File: src/rtl/clock_pkg.sv
// Shared definitions for the clock/alarm blocks: ASCII command bytes,
// receiver and parser state encodings, and a small range helper.
package clock_pkg;

  localparam logic [7:0] CH_A  = 8'h41;
  localparam logic [7:0] CH_X  = 8'h58;
  localparam logic [7:0] CH_S  = 8'h53;
  localparam logic [7:0] CH_CR = 8'h0D;
  localparam logic [7:0] CH_LF = 8'h0A;
  localparam logic [7:0] CH_0  = 8'h30;
  localparam logic [7:0] CH_2  = 8'h32;
  localparam logic [7:0] CH_3  = 8'h33;
  localparam logic [7:0] CH_5  = 8'h35;
  localparam logic [7:0] CH_9  = 8'h39;

  typedef enum logic [2:0] {
    P_IDLE,
    P_H1,
    P_H2,
    P_M1,
    P_M2,
    P_END
  } parse_state_t;

  typedef enum logic [1:0] {
    RX_IDLE,
    RX_START,
    RX_DATA,
    RX_STOP
  } rx_state_t;

  // True when b lies in the inclusive range lo..hi.
  function automatic logic in_range(input logic [7:0] b, input logic [7:0] lo,
                                    input logic [7:0] hi);
    return (b >= lo) && (b <= hi);
  endfunction

endpackage

File: src/rtl/uart_rx_8n1.sv
// 8N1 UART receiver. The RX line is synchronised, a falling edge starts a
// frame, the start bit is re-checked at half a bit time (glitch rejection),
// then data and stop bits are sampled at mid-bit, LSB first.
module uart_rx_8n1 #(
  parameter int CLKS_PER_BIT = 10416
) (
  input  logic       CLK_100M,
  input  logic       rst,
  input  logic       rx,
  output logic [7:0] data,
  output logic       byte_valid,
  output logic       frame_err
);
  import clock_pkg::*;

  localparam int CW = $clog2(CLKS_PER_BIT) + 1;
  localparam logic [CW-1:0] HALF_LAST = CW'(CLKS_PER_BIT / 2 - 1);
  localparam logic [CW-1:0] BIT_LAST  = CW'(CLKS_PER_BIT - 1);

  logic          sync1_reg, sync2_reg, prev_reg;
  rx_state_t     state_reg, state_next;
  logic [CW-1:0] cnt_reg, cnt_next;
  logic [2:0]    bit_reg, bit_next;
  logic [7:0]    shift_reg, shift_next;
  logic          valid_reg, valid_next;
  logic          err_reg, err_next;

  // Two-flop synchroniser plus a delayed copy for falling-edge detection.
  always_ff @(posedge CLK_100M or posedge rst) begin
    if (rst) begin
      sync1_reg <= 1'b1;
      sync2_reg <= 1'b1;
      prev_reg  <= 1'b1;
    end else begin
      sync1_reg <= rx;
      sync2_reg <= sync1_reg;
      prev_reg  <= sync2_reg;
    end
  end

  // Receiver state, bit timing counter, shift register and result pulses.
  always_ff @(posedge CLK_100M or posedge rst) begin
    if (rst) begin
      state_reg <= RX_IDLE;
      cnt_reg   <= '0;
      bit_reg   <= '0;
      shift_reg <= '0;
      valid_reg <= 1'b0;
      err_reg   <= 1'b0;
    end else begin
      state_reg <= state_next;
      cnt_reg   <= cnt_next;
      bit_reg   <= bit_next;
      shift_reg <= shift_next;
      valid_reg <= valid_next;
      err_reg   <= err_next;
    end
  end

  // Next-state logic: every sample point is the last count of its interval.
  always_comb begin
    state_next = state_reg;
    cnt_next   = cnt_reg + CW'(1);
    bit_next   = bit_reg;
    shift_next = shift_reg;
    valid_next = 1'b0;
    err_next   = 1'b0;
    case (state_reg)
      RX_IDLE: begin
        cnt_next = '0;
        if (prev_reg && !sync2_reg) state_next = RX_START;
      end
      RX_START: begin
        if (cnt_reg == HALF_LAST) begin
          cnt_next   = '0;
          bit_next   = '0;
          // A line that is high again at mid start bit was only a glitch.
          state_next = sync2_reg ? RX_IDLE : RX_DATA;
        end
      end
      RX_DATA: begin
        if (cnt_reg == BIT_LAST) begin
          cnt_next   = '0;
          shift_next = {sync2_reg, shift_reg[7:1]};
          bit_next   = bit_reg + 3'd1;
          if (bit_reg == 3'd7) state_next = RX_STOP;
        end
      end
      RX_STOP: begin
        if (cnt_reg == BIT_LAST) begin
          cnt_next   = '0;
          state_next = RX_IDLE;
          if (sync2_reg) valid_next = 1'b1;
          else           err_next   = 1'b1;
        end
      end
      default: state_next = RX_IDLE;
    endcase
  end

  assign data       = shift_reg;
  assign byte_valid = valid_reg;
  assign frame_err  = err_reg;

endmodule

File: src/rtl/bt_alarm_ctrl.sv
// Bluetooth alarm controller: receives ASCII commands over UART, holds the
// alarm time, and rings for a fixed number of seconds when the running
// clock reaches hh:mm:00 of the armed alarm.
module bt_alarm_ctrl #(
  parameter int CLK_FREQ     = 100_000_000,
  parameter int BAUD         = 9600,
  parameter int RING_SECONDS = 60
) (
  input  logic       CLK_100M,
  input  logic       rst,
  input  logic       get,
  input  logic [1:0] hour_high,
  input  logic [3:0] hour_low,
  input  logic [2:0] minute_high,
  input  logic [3:0] minute_low,
  input  logic [2:0] second_high,
  input  logic [3:0] second_low,
  output logic [1:0] alarm_hh,
  output logic [3:0] alarm_hl,
  output logic [2:0] alarm_mh,
  output logic [3:0] alarm_ml,
  output logic       alarm_valid,
  output logic       alarm_ring,
  output logic       cmd_ok,
  output logic       cmd_err
);
  import clock_pkg::*;

  localparam int CLKS_PER_BIT = CLK_FREQ / BAUD;
  localparam int RW = (RING_SECONDS < 2) ? 1 : $clog2(RING_SECONDS + 1);
  localparam logic [RW-1:0] RING_LOAD = RW'(RING_SECONDS);

  logic [7:0]   rx_data;
  logic         byte_valid, frame_err;

  parse_state_t parse_reg, parse_next;
  logic [1:0]   h1_reg;
  logic [3:0]   h2_reg, m2_reg;
  logic [2:0]   m1_reg;
  logic         cap_h1, cap_h2, cap_m1, cap_m2;
  logic         act_load, act_clear, act_silence;
  logic         ok_next, perr;
  logic [7:0]   h2_max;

  logic [1:0]   alarm_hh_reg;
  logic [3:0]   alarm_hl_reg, alarm_ml_reg;
  logic [2:0]   alarm_mh_reg;
  logic         valid_reg, ring_reg, ok_reg, err_reg;
  logic [RW-1:0] cnt_reg;
  logic [3:0]   sec_prev_reg;
  logic         sec_change, match;

  uart_rx_8n1 #(.CLKS_PER_BIT(CLKS_PER_BIT)) u_rx (
    .CLK_100M  (CLK_100M),
    .rst       (rst),
    .rx        (get),
    .data      (rx_data),
    .byte_valid(byte_valid),
    .frame_err (frame_err)
  );

  // Parser state and the digits captured so far in the current frame.
  always_ff @(posedge CLK_100M or posedge rst) begin
    if (rst) begin
      parse_reg <= P_IDLE;
      h1_reg    <= '0;
      h2_reg    <= '0;
      m1_reg    <= '0;
      m2_reg    <= '0;
    end else begin
      parse_reg <= parse_next;
      // Accepted digits are 0x30..0x39, so subtracting '0' is the low nibble.
      if (cap_h1) h1_reg <= rx_data[1:0];
      if (cap_h2) h2_reg <= rx_data[3:0];
      if (cap_m1) m1_reg <= rx_data[2:0];
      if (cap_m2) m2_reg <= rx_data[3:0];
    end
  end

  // Parser next-state and command actions, evaluated only on a received byte.
  always_comb begin
    parse_next  = parse_reg;
    cap_h1      = 1'b0;
    cap_h2      = 1'b0;
    cap_m1      = 1'b0;
    cap_m2      = 1'b0;
    act_load    = 1'b0;
    act_clear   = 1'b0;
    act_silence = 1'b0;
    ok_next     = 1'b0;
    perr        = 1'b0;
    h2_max      = (h1_reg == 2'd2) ? CH_3 : CH_9;
    if (byte_valid) begin
      case (parse_reg)
        P_IDLE: begin
          if (rx_data == CH_A) begin
            parse_next = P_H1;
          end else if (rx_data == CH_X) begin
            act_clear = 1'b1;
            ok_next   = 1'b1;
          end else if (rx_data == CH_S) begin
            act_silence = 1'b1;
            ok_next     = 1'b1;
          end
        end
        P_H1: begin
          if (in_range(rx_data, CH_0, CH_2)) begin
            cap_h1 = 1'b1; parse_next = P_H2;
          end else perr = 1'b1;
        end
        P_H2: begin
          if (in_range(rx_data, CH_0, h2_max)) begin
            cap_h2 = 1'b1; parse_next = P_M1;
          end else perr = 1'b1;
        end
        P_M1: begin
          if (in_range(rx_data, CH_0, CH_5)) begin
            cap_m1 = 1'b1; parse_next = P_M2;
          end else perr = 1'b1;
        end
        P_M2: begin
          if (in_range(rx_data, CH_0, CH_9)) begin
            cap_m2 = 1'b1; parse_next = P_END;
          end else perr = 1'b1;
        end
        P_END: begin
          if (rx_data == CH_CR || rx_data == CH_LF) begin
            act_load   = 1'b1;
            ok_next    = 1'b1;
            parse_next = P_IDLE;
          end else perr = 1'b1;
        end
        default: parse_next = P_IDLE;
      endcase
      // An unexpected 'A' mid-frame is treated as the start of a new frame.
      if (perr) parse_next = (rx_data == CH_A) ? P_H1 : P_IDLE;
    end
  end

  // Alarm registers and the one-cycle command status pulses.
  always_ff @(posedge CLK_100M or posedge rst) begin
    if (rst) begin
      alarm_hh_reg <= '0;
      alarm_hl_reg <= '0;
      alarm_mh_reg <= '0;
      alarm_ml_reg <= '0;
      valid_reg    <= 1'b0;
      ok_reg       <= 1'b0;
      err_reg      <= 1'b0;
    end else begin
      ok_reg  <= ok_next;
      err_reg <= perr | frame_err;
      if (act_load) begin
        alarm_hh_reg <= h1_reg;
        alarm_hl_reg <= h2_reg;
        alarm_mh_reg <= m1_reg;
        alarm_ml_reg <= m2_reg;
        valid_reg    <= 1'b1;
      end else if (act_clear) begin
        valid_reg <= 1'b0;
      end
    end
  end

  assign sec_change = (second_low != sec_prev_reg);
  assign match = valid_reg && (hour_high == alarm_hh_reg) && (hour_low == alarm_hl_reg) &&
                 (minute_high == alarm_mh_reg) && (minute_low == alarm_ml_reg) &&
                 (second_high == 3'd0) && (second_low == 4'd0);

  // Ring control: commands win over a match start, which wins over countdown.
  always_ff @(posedge CLK_100M or posedge rst) begin
    if (rst) begin
      sec_prev_reg <= '0;
      ring_reg     <= 1'b0;
      cnt_reg      <= '0;
    end else begin
      sec_prev_reg <= second_low;
      if (act_load || act_clear || act_silence) begin
        ring_reg <= 1'b0;
        cnt_reg  <= '0;
      end else if (sec_change && match && !ring_reg) begin
        ring_reg <= 1'b1;
        cnt_reg  <= RING_LOAD;
      end else if (sec_change && ring_reg) begin
        cnt_reg <= cnt_reg - RW'(1);
        if (cnt_reg == RW'(1)) ring_reg <= 1'b0;
      end
    end
  end

  assign alarm_hh    = alarm_hh_reg;
  assign alarm_hl    = alarm_hl_reg;
  assign alarm_mh    = alarm_mh_reg;
  assign alarm_ml    = alarm_ml_reg;
  assign alarm_valid = valid_reg;
  assign alarm_ring  = ring_reg;
  assign cmd_ok      = ok_reg;
  assign cmd_err     = err_reg;

endmodule
File: config.mk
export PLATFORM = sky130hd
export DESIGN_NAME = bt_alarm_ctrl
export DESIGN_NICKNAME = d
export VERILOG_FILES = /design/src/rtl/clock_pkg.sv /design/src/rtl/uart_rx_8n1.sv /design/src/rtl/bt_alarm_ctrl.sv
export SDC_FILE = /design/constraint.sdc
export NUM_CORES = 1
export LEC_CHECK = 0
export CAP_MARGIN = 20
export CORE_MARGIN = 2
export CORE_UTILIZATION = 45
export DETAILED_ROUTE_END_ITERATION = 12
export GPL_TIMING_DRIVEN = 0
export PLACE_DENSITY_LB_ADDON = 0.2
export SETUP_SLACK_MARGIN = 0.02
export SYNTH_ARGS = -nofsm -noshare
export SYNTH_HDL_FRONTEND = slang
export SYNTH_SLANG_ARGS = --single-unit
File: constraint.sdc
create_clock -name CLK_100M -period 2.5 [get_ports CLK_100M]
set_input_delay 0.375 -clock CLK_100M [delete_from_list [all_inputs] [get_ports CLK_100M]]
set_output_delay 0.375 -clock CLK_100M [all_outputs]
set_load 0.005 [all_outputs]
==> qor.csv, run 1 <==
stage,metric,value,unit
timing,slew_headroom,55.57,%
timing,timing.fmax,425.5,MHz
placement,place_ws,0.01298,ns
synth,synth-warning-count,0,
power_and_ir_drop,total_power,2.570,mW
timing,grt_setup_unrepaired,no,
clocking,post_cts_buffers,0,
placement,post_dp_cell_area,0.004280,sq mm
clocking,htree_levels,3,
layout,syn_to_final_growth,20.33,%
synth,synth_cell_types,54,
clocking,cts_made_buffers,9,
synth,synth_most_common_cell,dfrtp_1,
power_and_ir_drop,max-vdd-ir-drop,0.0003920,V
power_and_ir_drop,clkPwrFrac,39.1,%
clocking,cts_hold_buffers,0,
job,maxCapViolCount,0,
timing,hold_viol_final,0,
floorplanning,die_h,95.12,um
timing,worst_pin_slew,0.6624,ns
clocking,root_buffer,clkbuf_8,
floorplanning,die_area,0.009047,sq mm
power_and_ir_drop,p_leak,1.965,nW
synth,synth-edff-count,0,
placement,place_hpwl,5086,um
timing,fin_hold_ws,0.3578,ns
power_and_ir_drop,p_sw,0.6256,mW
detailed_routing,drtIter0Drc,101,
synth,yosysTopAreaCellShare,48.89,%
timing,fin_crit_sh,94.00,%
power_and_ir_drop,power_frac_comb,8.7,%
critical_path,required,2.72,ns
synth,synthTopCellsByCount,"dfrtp_1, nor2_1, mux2_2",
power_and_ir_drop,switching_share,24.34,%
grt,grt_max_degree,42,
placement,gp_congestion,0.7724,
min_path,holdCritPathClass,flop to flop,
synth,synth_area_leaders,"dfrtp_1, mux2_2, xor2_1",
floorplanning,start_util,45.93,%
power_and_ir_drop,powerDensity,571.7,mW/mm^2
timing,setup-violations-final,0,
layout,diodes,0,
placement,io_buffers,39,
critical_path,worstPathArrival,2.57,ns
critical_path,cp-start-kind,flop,
floorplanning,die_x,95.12,um
power_and_ir_drop,power_frac_seq,52.2,%
detailed_routing,wl_per_cell,14.60,um
layout,nNetsFinal,412,
floorplanning,fp.coreArea,0.008134,sq mm
power_and_ir_drop,cellInternalPower,1.944,mW
synth,ys.flop_type,dfrtp_1,
timing,min_period,2.350,ns
clocking,cts_tree,built,
timing,worst_slack,0.1500,ns
clocking,cts.path.max_buffers,2,
synth,avgSynthCellArea,11.22,sq um
detailed_routing,vias,2585,
timing,clock_skew,0.01064,ns
layout,largest_reg_flops,15,
synth,yosys_register_bits,76,
synth,synth_nets,361,
clocking,path_clk_slew,0.08,ns
synth,synth-async-reset-ratio,100.0,%
detailed_routing,drc,0,
synth,netlist_area,0.003736,sq mm
clocking,clock_latency,0.34,ns
layout,post-route-cell-area,0.004496,sq mm
clocking,cts_resized,0,
synth,synth_top_area_cell,dfrtp_1,
grt,grt_pass1_wl,11940,um
grt,grt_use_total,17.06,%
grt,antenna_found_initial,0,
floorplanning,std_cell_rows,33,
timing,fin_setup_tns,0,ns
detailed_routing,drtPass1Iterations,4,
grt,grt-ovfl-total,0,
critical_path,critPathKind,flop to flop,
detailed_routing,viasPerCell,5.233,
placement,dp.cells,478,
clocking,clkSinkCount,76,
synth,synthCells,333,
status,status,completed,
timing,maxSlewViolCount,0,
synth,seq_area_frac_synth,51.00,%
critical_path,end_kind,flop,
detailed_routing,ant_nets,0,
layout,drive_above_1_share,19.02,%
layout,finalNonFillerCells,494,
critical_path,crit_fanout,10,
layout,fin_util,55.27,%
grt,grt_pass1_vias,2604,
floorplanning,ios,40,
detailed_routing,routed_wl,7213,um
==> final cells by class <==
| type | instances | area (sq um) |
|---|---|---|
| Sequential cell | 76 | 1906 |
| Clock inverter | 7 | 91.34 |
| Fill cell | 707 | 3638 |
| Multi-Input combinational cell | 233 | 1713 |
| Clock buffer | 9 | 123.9 |
| Inverter | 12 | 47.55 |
| Buffer | 12 | 72.57 |
| Timing Repair Buffer | 40 | 410.4 |
| Tap cell | 105 | 131.4 |
==> power by group through the flow <==
stage	Combinational (mW)	Sequential (mW)	Clock, mW
after floorplan	0.150	1.35	0
after global placement	0.216	1.36	0
after detailed placement	0.227	1.37	0
after CTS	0.229	1.34	1.04
after global routing	0.255	1.35	1.10
final	0.223	1.34	1.01
==> final timing paths <==
path | startpoint | to | slack, ns | cells past startpoint
max | u_rx.cnt_reg[0] | u_rx.data[4] | 0.15 | 7
min | u_rx.sync1_reg | u_rx.sync2_reg | 0.36 | 0
max reg2reg | u_rx.cnt_reg[0] | u_rx.data[4] | 0.15 | 7
min reg2reg | u_rx.sync1_reg | u_rx.sync2_reg | 0.36 | 0
max in group asynchronous | rst | u_rx.sync2_reg | 1.47 | 3
min in group asynchronous | rst | alarm_ring | 0.40 | 2
==> critical path: stages (launching register included) <==
cell     delay (ns)
dfrtp_1        0.42
ha_1           0.27
nand2_1        0.08
or4_4          0.47
nor4_4         0.33
and2_4         0.22
buf_12         0.14
mux2_4         0.30
==> routing by layer <==
metal / GRT usage [%] / share of wire, %
met1: 21.81 / 46
met2: 28.76 / 49
met3: 2.767 / 4.2
met4: 7.126 / 0.73
met5: 0 / 0
==> layout by cell type (no fill, tap or decap), drive strengths merged, types with 5 or more instances in the layout <==
cell and n:
xnor2 17, ha 5, dfrtp 73, buf 5, nor2 34, o21ai 5
clkdlybuf4s50 39, inv 12, nor3 7, mux2 35, clkbuf 17, and3 5
nand3 13, xor2 18, a21oi 12, nand2 24, nand4 5, nor4 9
==> cell families after synthesis <==
logic type	synth area share (%)
AO/OA/AOI/OAI	6.363
AND/OR/NAND/NOR	18.08
adder cells (fa/ha/maj)	1.674
flip-flops	51.00
XOR/XNOR	8.205
buffers and inverters	3.148
multiplexers	11.52
(Power assumes the default switching activity.)
==> run 2: changes to the inputs <==
CORE_MARGIN = 3   (was 2)
==> run 2 against run 1 <==
- power is 4.1% higher
- routed wire length is 2.0% lower
- clock-buffer cell count is 1 higher
==> qor.csv, run 2 (synthesized netlist as in run 1, its figures left out) <==
stage,metric,value,unit,change
timing,setup-violations-final,0,,unchanged
critical_path,end_kind,flop,,
layout,largest_reg_flops,15,,unchanged
grt,grt-ovfl-total,0,,unchanged
clocking,cts_hold_buffers,0,,unchanged
detailed_routing,vias,2637,,+2.0%
placement,gp_congestion,0.8003,,+3.6%
power_and_ir_drop,total_power,2.675,mW,+4.1%
layout,diodes,0,,unchanged
timing,min_period,2.315,ns,-0.03473 ns
power_and_ir_drop,max-vdd-ir-drop,0.0004475,V,+14%
grt,grt_pass1_wl,12340,um,+3.4%
detailed_routing,drtIter0Drc,73,,-28%
critical_path,cp_num_buf_inv,1,,unchanged
layout,mostFrequentLayoutCells,"dfrtp_1, clkdlybuf4s50_1, nor2_1",,
grt,grt_use_total,15.70,%,-1.4 points
power_and_ir_drop,power_frac_comb,8.3,%,-0.4 points
job,maxCapViolCount,0,,unchanged
clocking,path_clk_slew,0.08,ns,about the same
critical_path,path_cells,ha_1 > nand2_1 > or4_4 > nor4_4 > and2_4 > buf_12 > mux2_4,,
clocking,post_cts_buffers,0,,unchanged
layout,syn_to_final_growth,21.07,%,
clocking,cts_made_buffers,9,,unchanged
critical_path,crit_fanout,10,,unchanged
status,status,completed,,
min_path,holdCritPathClass,input port to async pin,,
timing,grt_setup_unrepaired,no,,
power_and_ir_drop,p_leak,1.976,nW,+0.57%
critical_path,max_stage_delay,0.47,ns,about the same
power_and_ir_drop,power_frac_seq,50.2,%,-2.0 points
clocking,clkSinkCount,76,,unchanged
floorplanning,fp.coreArea,0.007888,sq mm,-3.0%
critical_path,r2r_start,u_rx.cnt_reg[0],,
floorplanning,die_h,97.12,um,+2.1%
grt,grt_max_degree,70,,+67%
grt,antenna_found_initial,0,,unchanged
critical_path,cp-start-kind,flop,,
clocking,htree_levels,3,,unchanged
critical_path,worstPathArrival,2.54,ns,-0.03 ns
power_and_ir_drop,p_sw,0.6225,mW,-0.50%
clocking,root_buffer,clkbuf_8,,
power_and_ir_drop,cellInternalPower,2.053,mW,+5.6%
clocking,cts_resized,0,,unchanged
power_and_ir_drop,powerDensity,591.5,mW/mm^2,+3.5%
timing,clock_skew,0.006859,ns,-0.003779 ns
clocking,cts_tree,built,,
placement,post_dp_cell_area,0.004284,sq mm,about the same
floorplanning,die_x,97.12,um,+2.1%
timing,fin_setup_tns,0,ns,unchanged
critical_path,reg2reg_depth,7,,unchanged
floorplanning,std_cell_rows,32,,-3.0%
critical_path,crit_slowest_cell,or4_4,,
critical_path,required,2.73,ns,about the same
layout,drive_above_1_share,18.77,%,-0.26 points
timing,maxSlewViolCount,0,,unchanged
clocking,cts.path.max_buffers,2,,unchanged
layout,post-route-cell-area,0.004523,sq mm,+0.61%
grt,grt_pass1_vias,2556,,-1.8%
timing,slew_headroom,53.30,%,-2.3 points
detailed_routing,ant_nets,0,,unchanged
timing,fin_crit_sh,92.61,%,-1.4 points
layout,layout_commonest_cell,dfrtp_1,,
timing,hold_viol_final,0,,unchanged
placement,io_buffers,39,,unchanged
power_and_ir_drop,switching_share,23.27,%,-1.1 points
clocking,clock_latency,0.34,ns,about the same
power_and_ir_drop,clkPwrFrac,41.5,%,+2.4 points
detailed_routing,viasPerCell,5.371,,+2.6%
timing,timing.fmax,431.9,MHz,+1.5%
detailed_routing,drc,0,,unchanged
detailed_routing,wl_per_cell,14.40,um,-1.4%
critical_path,r2r_setup_slack,0.18,ns,+0.03 ns
detailed_routing,drtPass1Iterations,4,,unchanged
critical_path,worst_r2r_endpoint,u_rx.data[4],,
floorplanning,start_util,47.37,%,+1.4 points
critical_path,critPathKind,flop to flop,,
timing,worst_pin_slew,0.6947,ns,+0.03223 ns
placement,place_hpwl,5008,um,-1.5%
critical_path,crit_family,simple AND/OR/NAND/NOR gates,,
floorplanning,die_area,0.009431,sq mm,+4.2%
layout,nNetsFinal,412,,unchanged
floorplanning,ios,40,,unchanged
detailed_routing,routed_wl,7069,um,-2.0%
[run 2: changes by cell type in the layout (fill, tap and decap cells not counted)]
cell / previous run / this run
inv_6: 0 / 1
clkinv_4: 1 / 0
clkinv_2: 3 / 1
clkbuf_1: 7 / 8
buf_16: 0 / 1
bufinv_16: 2 / 3
buf_12: 2 / 1
[run 2: worst reg2reg max path, cell delays in order, from the launching register on]
cell and delay, ns:
dfrtp_1 0.41, ha_1 0.28, nand2_1 0.08, or4_4 0.47, nor4_4 0.31, and2_4 0.22
buf_12 0.14, mux2_4 0.30
[run 2: how the worst max path moves through the flow]
stage | from | cells after the start | to | slack (ns)
finish | u_rx.cnt_reg[0] | 7 | u_rx.data[4] | 0.18
detailed placement | second_low[1] | 6 | cnt_reg[1] | -0.0002
global route | u_rx.data[2] | 5 | h2_reg[0] | 0.02
global placement | rst | 2 | parse_reg[1] | -1.05
CTS | u_rx.cnt_reg[0] | 7 | u_rx.data[4] | 0.16
floorplan | rst | 1 | async pin | 0.19
[run 2: power groups by stage]
stage | Clock, mW | Combinational, mW | Sequential, mW
5_1_grt | 1.19 | 0.257 | 1.35
3_3_place_gp | 0 | 0.216 | 1.37
4_1_cts | 1.14 | 0.229 | 1.34
2_1_floorplan | 0 | 0.150 | 1.35
6_report | 1.11 | 0.222 | 1.34
3_5_place_dp | 0 | 0.226 | 1.37
[run 2: through the flow]
stage	instances	hold slack, ns	setup WS (ns)	util [%]
5_1_grt	491	0.2651	0.02413	57.34
3_3_place_gp	474	0.3455	-1.046	53.93
6_report	491	0.2660	0.1847	57.34
4_1_cts	491	0.2530	0.1607	57.34
3_5_place_dp	475	0.3473	-0.0002136	54.31
2_1_floorplan	333	0.3452	0.1916	-
[run 2: routing by layer]
| metal | share of wire (%) | vias to the layer above | GRT usage, % | wire [um] |
|---|---|---|---|---|
| met4 | 1.4 | 0 | 4.212 | 96 |
| met3 | 4.6 | 10 | 4.307 | 326 |
| met2 | 47 | 59 | 24.79 | 3334 |
| li1 | - | 1271 | - | - |
| met5 | 0 | - | 0 | 0 |
| met1 | 47 | 1297 | 21.42 | 3311 |
[run 2: layout make-up]
| cell class | instances | area (sq um) |
|---|---|---|
| Buffer | 12 | 72.57 |
| Clock buffer | 10 | 127.6 |
| Clock inverter | 6 | 111.4 |
| Fill cell | 690 | 3364 |
| Inverter | 12 | 47.55 |
| Multi-Input combinational cell | 233 | 1713 |
| Sequential cell | 76 | 1906 |
| Tap cell | 102 | 127.6 |
| Timing Repair Buffer | 40 | 417.9 |
==> run 3: changes to the inputs <==
CORE_MARGIN = default   (was 3)
==> run 3 against run 2 <==
- power is 1.4% higher
- sequential share of layout area decreased by 0.093 points
- fmax increased by 1.3%
- routed wire length decreased by 0.37%
- sequential power about the same
- clock power up 4%
- critical path depth is the same
- clock-buffer cell count up 1
- non-clock buffer count unchanged
- highest routed layer unchanged
==> qor.csv, run 3 (synthesized netlist as in run 1, its figures left out) <==
stage,metric,value,unit,change
critical_path,crit_fanout,10,,unchanged
detailed_routing,drc,0,,unchanged
placement,place_ws,-0.02493,ns,-0.02472 ns
placement,place_hpwl,4985,um,-0.46%
grt,grtUsageMet1,23.30,%,+1.9 points
timing,worst_pin_slew,0.6910,ns,-0.003649 ns
timing,maxSlewViolCount,0,,unchanged
timing,worst_slack,0.2143,ns,+0.02951 ns
layout,drive_above_1_share,18.77,%,unchanged
grt,use_met3,3.577,%,-0.73 points
clocking,post_cts_buffers,0,,unchanged
floorplanning,die_area,0.008670,sq mm,-8.1%
layout,diodes,0,,unchanged
layout,largest_reg_flops,15,,unchanged
layout,nNetsFinal,412,,unchanged
timing,clock_skew,0.005826,ns,-0.001032 ns
floorplanning,die_x,93.12,um,-4.1%
detailed_routing,drtPass1Iterations,4,,unchanged
critical_path,required,2.73,ns,about the same
timing,fin_crit_sh,91.43,%,-1.2 points
critical_path,r2r_setup_slack,0.21,ns,+0.03 ns
floorplanning,start_util,47.37,%,unchanged
critical_path,cp-start-kind,flop,,
grt,antenna_found_initial,0,,unchanged
critical_path,reg2reg_depth,7,,unchanged
clocking,path_clk_slew,0.08,ns,about the same
power_and_ir_drop,max-vdd-ir-drop,0.0003896,V,-13%
power_and_ir_drop,p_sw,0.6290,mW,+1.0%
grt,busiest_layer,met2,,
layout,multi_input_area,0.001713,sq mm,unchanged
clocking,cts_hold_buffers,0,,unchanged
min_path,holdCritPathClass,input port to async pin,,
floorplanning,ios,40,,unchanged
detailed_routing,drtIter0Drc,144,,+97%
placement,io_buffers,39,,unchanged
critical_path,worstPathArrival,2.52,ns,-0.02 ns
critical_path,path_cells,ha_1 > nand2_1 > or4_4 > nor4_4 > and2_4 > buf_12 > mux2_4,,
layout,syn_to_final_growth,21.33,%,
power_and_ir_drop,p_leak,1.984,nW,+0.37%
layout,fill_cells,684,,-0.87%
floorplanning,std_cell_rows,32,,unchanged
floorplanning,die_h,93.12,um,-4.1%
clocking,cts_resized,0,,unchanged
clocking,clock_latency,0.35,ns,about the same
layout,mostFrequentLayoutCells,"dfrtp_1, clkdlybuf4s50_1, nor2_1",,
power_and_ir_drop,power_frac_seq,49.5,%,-0.7 points
timing,min_period,2.286,ns,-0.02951 ns
power_and_ir_drop,clkPwrFrac,42.4,%,+0.9 points
timing,setup-violations-final,0,,unchanged
job,maxCapViolCount,0,,unchanged
timing,timing.fmax,437.5,MHz,+1.3%
timing,grt_setup_unrepaired,no,,
critical_path,end_kind,flop,,
detailed_routing,vias,2599,,-1.4%
clocking,root_buffer,clkbuf_8,,
grt,grt-ovfl-total,0,,unchanged
critical_path,worst_r2r_endpoint,u_rx.data[4],,
detailed_routing,viasPerCell,5.293,,-1.4%
timing,hold_viol_final,0,,unchanged
critical_path,critPathKind,flop to flop,,
timing,slew_headroom,53.55,%,+0.25 points
detailed_routing,ant_nets,0,,unchanged
clocking,cts_tree,built,,
critical_path,crit_slowest_cell,or4_4,,
placement,gp_congestion,0.8345,,+4.3%
critical_path,max_stage_delay,0.47,ns,about the same
layout,fin_util,57.47,%,+0.13 points
floorplanning,fp.coreArea,0.007888,sq mm,unchanged
layout,register_area,0.001906,sq mm,unchanged
power_and_ir_drop,cellInternalPower,2.084,mW,+1.5%
detailed_routing,routed_wl,7043,um,-0.37%
status,status,completed,,
grt,grt_pass1_wl,12070,um,-2.2%
clocking,htree_levels,3,,unchanged
clocking,clkSinkCount,76,,unchanged
grt,grt_use_total,17.98,%,+2.3 points
grt,grt_pass1_vias,2579,,+0.90%
clocking,cts.path.max_buffers,2,,unchanged
power_and_ir_drop,switching_share,23.19,%,-0.081 points
power_and_ir_drop,powerDensity,598.4,mW/mm^2,+1.2%
clocking,cts_made_buffers,9,,unchanged
detailed_routing,wl_per_cell,14.34,um,-0.37%
layout,layout_commonest_cell,dfrtp_1,,
grt,use_met2,29.35,%,+4.6 points
grt,grt_max_degree,63,,-10%
power_and_ir_drop,power_frac_comb,8.2,%,about the same
critical_path,r2r_start,u_rx.cnt_reg[0],,
==> run 3: cell count changes in the layout (fill, tap and decap cells not counted), sizes merged <==
cell      delta
clkbuf       +1
clkinvlp     -1
==> run 3: metal layers <==
metal,vias to the layer above,part of all wire (%)
li1,1280,-
met1,1252,47
met2,60,47
met3,7,4.8
met4,0,1.2
met5,-,0
==> run 3: worst max path at each step <==
stage,start,endpoint,slack (ns),depth (start not counted)
finish,u_rx.cnt_reg[0],u_rx.data[4],0.21,7
global route,u_rx.data[2],h2_reg[2],0.09,5
CTS,u_rx.cnt_reg[0],u_rx.data[5],0.20,7
detailed placement,second_low[1],cnt_reg[1],-0.02,6
global placement,rst,alarm_mh[0],-1.04,2
floorplan,rst,async pin,0.19,1
==> run 3: cell type report <==
| class | instances | share of cell area [%] |
|---|---|---|
| inverter | 12 | 1.049 |
| multi-input combinational | 233 | 37.79 |
| tap | 102 | 2.815 |
| clock inverter | 5 | 2.374 |
| timing repair buffer | 40 | 9.219 |
| sequential | 76 | 42.04 |
| buffer | 12 | 1.601 |
| clock buffer | 11 | 3.119 |
==> run 3: worst max-delay path, delay by kind of cell, from the launching register on <==
kind	cells	cell delay, ns
buffers and inverters	1	0.13
flip-flops	1	0.41
AND/OR/NAND/NOR	4	1.04
multiplexers	1	0.29
adder cells (fa/ha/maj)	1	0.28
==> run 3: metrics by stage <==
step                      instance area [sq um]   TNS, ns  instances  hold slack [ns]  power (mW)
after floorplan                            3736         0        333           0.3452       1.500
after global placement                     4254    -76.33        474           0.3462       1.581
after detailed placement                   4284  -0.02493        475           0.3470       1.591
after CTS                                  4533         0        491           0.3030       2.742
after global routing                       4533         0        491           0.3174       2.823
final                                      4533         0        491           0.3013       2.713
==> run 3: power by group through the flow <==
stage	registers (mW)	logic, mW	clock network [mW]
after floorplan	1.35	0.150	0
after global placement	1.37	0.216	0
after detailed placement	1.37	0.225	0
after CTS	1.34	0.227	1.17
after global routing	1.35	0.248	1.23
final	1.34	0.222	1.15
